### config.mk
export PLATFORM = sky130hd
export DESIGN_NAME = disp_mux_bcd
export DESIGN_NICKNAME = d
export VERILOG_FILES = /design/src/rtl/disp_mux_bcd.sv
export SDC_FILE = /design/constraint.sdc
export NUM_CORES = 1
export LEC_CHECK = 0
export ABC_AREA = 0
export CORE_ASPECT_RATIO = 0.7
export CORE_MARGIN = 2
export CORE_UTILIZATION = 43
export CTS_CLUSTER_SIZE = 12
export DETAILED_ROUTE_END_ITERATION = 12
export RECOVER_POWER = 25
export SLEW_MARGIN = 20
export SYNTH_ARGS = -nofsm -noshare
export SYNTH_HDL_FRONTEND = slang
export SYNTH_SLANG_ARGS = --single-unit
export TNS_END_PERCENT = 50
### constraint.sdc
create_clock -name clk -period 3.9 [get_ports clk]
set_input_delay 0.585 -clock clk [delete_from_list [all_inputs] [get_ports clk]]
set_output_delay 0.585 -clock clk [all_outputs]
set_load 0.005 [all_outputs]
### src/rtl/disp_mux_bcd.sv
// Scanned driver for a 4-digit common-anode 7-segment display fed by three BCD digits.
// Inputs are snapshotted once per frame; the leftmost position is always dark.
module disp_mux_bcd #(
    parameter int DIGIT_DIV = 50000,
    parameter int DP_POS    = 1
) (
    input  logic       clk,
    input  logic       reset_n,
    input  logic [3:0] d2,
    input  logic [3:0] d1,
    input  logic [3:0] d0,
    input  logic       en,
    input  logic       blank_lz,
    output logic [3:0] an,
    output logic [7:0] sseg,
    output logic       frame_tick
);

    localparam int            CW      = $clog2(DIGIT_DIV);
    localparam logic [CW-1:0] CNT_MAX = CW'(DIGIT_DIV - 1);
    localparam int            LZ_T    = (DP_POS >= 0 && DP_POS <= 2) ? DP_POS : 0;

    typedef enum logic [1:0] {
        SLOT_D0   = 2'd0,
        SLOT_D1   = 2'd1,
        SLOT_D2   = 2'd2,
        SLOT_DARK = 2'd3
    } slot_t;

    logic [CW-1:0] div_cnt, cnt_nxt;
    slot_t         sel, sel_nxt;
    logic [11:0]   shadow, sh_nxt;
    logic [3:0]    an_nxt;
    logic [7:0]    sseg_nxt;
    logic          wrap, frame, blank1, blank2;

    function automatic logic [7:0] seg_decode(input logic [3:0] v);
        case (v)
            4'd0:    seg_decode = 8'hC0;
            4'd1:    seg_decode = 8'hF9;
            4'd2:    seg_decode = 8'hA4;
            4'd3:    seg_decode = 8'hB0;
            4'd4:    seg_decode = 8'h99;
            4'd5:    seg_decode = 8'h92;
            4'd6:    seg_decode = 8'h82;
            4'd7:    seg_decode = 8'hF8;
            4'd8:    seg_decode = 8'h80;
            4'd9:    seg_decode = 8'h90;
            default: seg_decode = 8'hBF;
        endcase
    endfunction

    always_comb begin
        wrap    = (div_cnt == CNT_MAX);
        frame   = wrap && (sel == SLOT_DARK);
        cnt_nxt = wrap ? '0 : div_cnt + 1'b1;
        sel_nxt = wrap ? slot_t'(sel + 2'd1) : sel;
        sh_nxt  = frame ? {d2, d1, d0} : shadow;

        // Outputs are decoded from the upcoming slot/snapshot so they switch with sel.
        blank2 = blank_lz && (LZ_T < 2) && (sh_nxt[11:8] == 4'd0);
        blank1 = blank_lz && (LZ_T < 1) && (sh_nxt[11:4] == 8'd0);

        an_nxt   = '1;
        sseg_nxt = '1;
        if (en) begin
            case (sel_nxt)
                SLOT_D0: begin
                    an_nxt   = 4'b1110;
                    sseg_nxt = seg_decode(sh_nxt[3:0]);
                    if (DP_POS == 0) sseg_nxt[7] = 1'b0;
                end
                SLOT_D1: begin
                    an_nxt = 4'b1101;
                    if (!blank1) begin
                        sseg_nxt = seg_decode(sh_nxt[7:4]);
                        if (DP_POS == 1) sseg_nxt[7] = 1'b0;
                    end
                end
                SLOT_D2: begin
                    an_nxt = 4'b1011;
                    if (!blank2) begin
                        sseg_nxt = seg_decode(sh_nxt[11:8]);
                        if (DP_POS == 2) sseg_nxt[7] = 1'b0;
                    end
                end
                default: begin
                    an_nxt   = '1;
                    sseg_nxt = '1;
                end
            endcase
        end
    end

    always_ff @(posedge clk or negedge reset_n) begin
        if (!reset_n) begin
            div_cnt    <= '0;
            sel        <= SLOT_D0;
            shadow     <= '0;
            an         <= '1;
            sseg       <= '1;
            frame_tick <= 1'b0;
        end else begin
            div_cnt    <= cnt_nxt;
            sel        <= sel_nxt;
            shadow     <= sh_nxt;
            an         <= an_nxt;
            sseg       <= sseg_nxt;
            frame_tick <= frame;
        end
    end

endmodule

==> metrics.txt <==
Hold Vio Cnt, Final=0; final core utilization=roughly half; Final min period=around 3.4 ns; CP Capture Type=flip-flop; CTS tree=yes; placed cell area=a little over 3000 sq um; Synth cell types=just over 50; Die Y=roughly 70 um; CP required=around 4 ns; number of global-route vias before repair=~1900; Post-synth EDFFs=0; crit path max fanout=18; Placer Congestion=0.8598; starting density of the core=between 40% and 50%; area grow syn2layout=15.47%; Clk pin slew, worst setup/hold paths=approximately 0.08 ns; PwrDens=roughly 270 nW/um^2; maximum VDD drop=approximately 0.00014 V; RSZ-0062 raised after global routing=false; HPWL Detailed=approximately 4400 um; via density per instance=~5.2; final net count=roughly 330; Cells after DPL=362; MaxCap Viol Count=1; Avg Inst Size Synth=just over 10 sq um; Synth Instances=262; relative slew slack=-44.86%; crit path launch type=flip-flop; setup bufs post-CTS=0; Final Skew=0.005254 ns; Die W=between 90 and 100 um; PortBufs=27; initial antenna violation count=0; largest net degree at the start of global routing=42; post-route DRC violation count=0; commonest non-fill, non-tap cell in the layout=dfrtp_1; layout cells sized above 1=between 10% and 20%; CTS hold repair buffers=0; Finished Layout Cells=370; GRT Total Usage=between 10% and 20%; WL final=~5800 um; via count=approximately 1900; Worst-Skew Late Latency=0.29 ns; crit path launch=div_cnt[7]$_DFF_PN0_; die area=approximately 6900 sq um; most frequent cells in the layout=dfrtp_1, clkdlybuf4s50_1, nor2_1; Most used DFF post-synth=dfrtp_1; final instance area=between 3000 and 4000 sq um; Slew @ Worst Pin=roughly 2.2 ns; # resized after CTS=0; ANT nets after route=0; Max Fclk=a little under 300 MHz; CTS Sinks=41; r2r startpoint=div_cnt[7]$_DFF_PN0_; Leakage=between 1 and 1.5 nW; failing checks=max-capacitance violations, max-slew violations; HP Start=div_cnt[0]$_DFF_PN0_; post-synthesis sequential area ratio=about 39%; I/O pins=29; critical setup path kind=reg -> reg; Yosys warning total=0; ANT cells=0; status=finished with violations; Core ar.=a little over 6000 sq um; Setup TNS=0 ns; first-pass GRT wire length=roughly 10000 um; total gr overflow=0; Post-Synthesis Cell Area=roughly 2700 sq um; Initial DRT Pass Iterations=5; Avg WL per Cell=about 16 um; initial detailed-routing violation count=between 70 and 80; Syn Nets=~300; Fill cells=roughly 580; multi-input logic area=roughly 1500 sq um; Hold Path Class=reg -> reg; CTS Root Cell=clkbuf_8; Critical Path AT=3.64 ns; Async SR Flop Fraction=100.0%; Register Area=roughly 1000 sq um; H-Tree Depth=2; FP Rows=24; Max Slew Vio Count=42; final setup vio count=0; fin crit share=roughly 88%; register bit total from synthesis=41; TritonCTS Buffers=5; clock buffer depth=2
cell families (layout without fill, tap and decap cells):
family	after synthesis	count (layout)	share of synthesized area, %
mux	29	29	13.14
other cells	1	1	0.1397
flops	41	41	38.68
fa+ha+maj	20	20	9.320
simple gates	88	88	18.50
compound gates	43	43	11.32
buf+inv	26	56	4.334
xor+xnor	14	14	4.566
per-layer routing:
| layer | part of all wire, % | vias up | GRT usage (%) |
|---|---|---|---|
| met5 | 0 | - | 0 |
| met4 | 0.45 | 0 | 3.196 |
| met3 | 4.4 | 2 | 3.403 |
| met2 | 39 | 45 | 23.66 |
| met1 | 56 | 918 | 31.37 |
| li1 | - | 974 | - |
cells in the mapped netlist (2+ instances only):
| library cell | count | area [sq um] |
|---|---|---|
| dfrtp_1 | 31 | 775.7 |
| nor2_1 | 25 | 93.84 |
| ha_1 | 20 | 250.2 |
| mux2i_1 | 18 | 180.2 |
| inv_1 | 16 | 60.06 |
| nand2_1 | 14 | 52.55 |
| dfstp_2 | 10 | 262.8 |
| xor2_1 | 10 | 87.58 |
| o21ai_1 | 9 | 45.04 |
| a21oi_1 | 8 | 40.04 |
| and3_1 | 7 | 43.79 |
| nand3_1 | 7 | 35.03 |
| nor2b_1 | 6 | 37.54 |
| nand3b_1 | 5 | 37.54 |
| nor3_1 | 5 | 25.02 |
| o2111ai_1 | 5 | 43.79 |
| o21ai_0 | 5 | 25.02 |
| mux2i_4 | 4 | 90.09 |
| nor3b_1 | 4 | 30.03 |
| xnor2_1 | 4 | 35.03 |
| a211oi_1 | 3 | 22.52 |
| a21o_1 | 3 | 22.52 |
| mux2_1 | 3 | 33.78 |
| mux2_2 | 3 | 33.78 |
| and2_1 | 2 | 12.51 |
| buf_2 | 2 | 10.01 |
| buf_4 | 2 | 15.01 |
| clkbuf_1 | 2 | 7.510 |
| inv_2 | 2 | 7.510 |
| nand2b_1 | 2 | 12.51 |
| nand4_1 | 2 | 12.51 |
| nand4b_1 | 2 | 17.52 |
| nand4bb_1 | 2 | 22.52 |
| o22ai_1 | 2 | 12.51 |
worst paths after layout:
kind | cells past startpoint | endpoint | slack, ns
worst max-delay path | 10 | sseg[4]$_DFF_PN1_ | 0.47
worst min-delay path | 1 | div_cnt[0]$_DFF_PN0_ | 0.46
worst max register to register | 10 | sseg[4]$_DFF_PN1_ | 0.47
worst min register to register | 1 | div_cnt[0]$_DFF_PN0_ | 0.46
max in group asynchronous | 1 | sel[1]$_DFF_PN0_ | 1.74
min in group asynchronous | 1 | shadow[1]$_DFF_PN0_ | 0.93
area by class of cell:
cell class                 count  share of cell area, %
clock buffer                   6                  2.341
clock inverter                 2                 0.3228
inverter                      19                  2.341
multi-input combinational    195                  49.35
sequential                    41                  33.49
tap                           78                  3.148
timing repair buffer          29                  8.999
critical path: stages, from the launching register on:
cell and delay (ns):
dfrtp_1 0.41, or4b_4 0.56, or4_4 0.74, mux2i_1 0.42, inv_1 0.16, ha_1 0.24
nand3b_1 0.08, mux2i_1 0.14, a2111oi_4 0.33, o21ai_1 0.14, o2111ai_1 0.11
registers in the layout, summed over array words and instances (netlist names):
signal      cells
div_cnt        16
shadow         12
sseg            7
an              3
sel             2
frame_tick      1
stage by stage:
step / hold WS (ns) / power (W) / setup WS [ns]
global placement: 0.4461 / 0.0005621 / 0.6528
detailed placement: 0.4534 / 0.0005620 / 0.5071
finish: 0.4575 / 0.0008266 / 0.4728
floorplan: 0.2894 / 0.0005079 / 0.6937
CTS: 0.4645 / 0.0008392 / 0.4874
global route: 0.4945 / 0.0008725 / 0.2765
power breakdown:
part	internal [W]	switching [W]
logic	0.0000504	0.0000577
registers	0.000439	0.00000717
clock network	0.000124	0.000148
total	0.000614	0.000213
(Power assumes the default switching activity.)
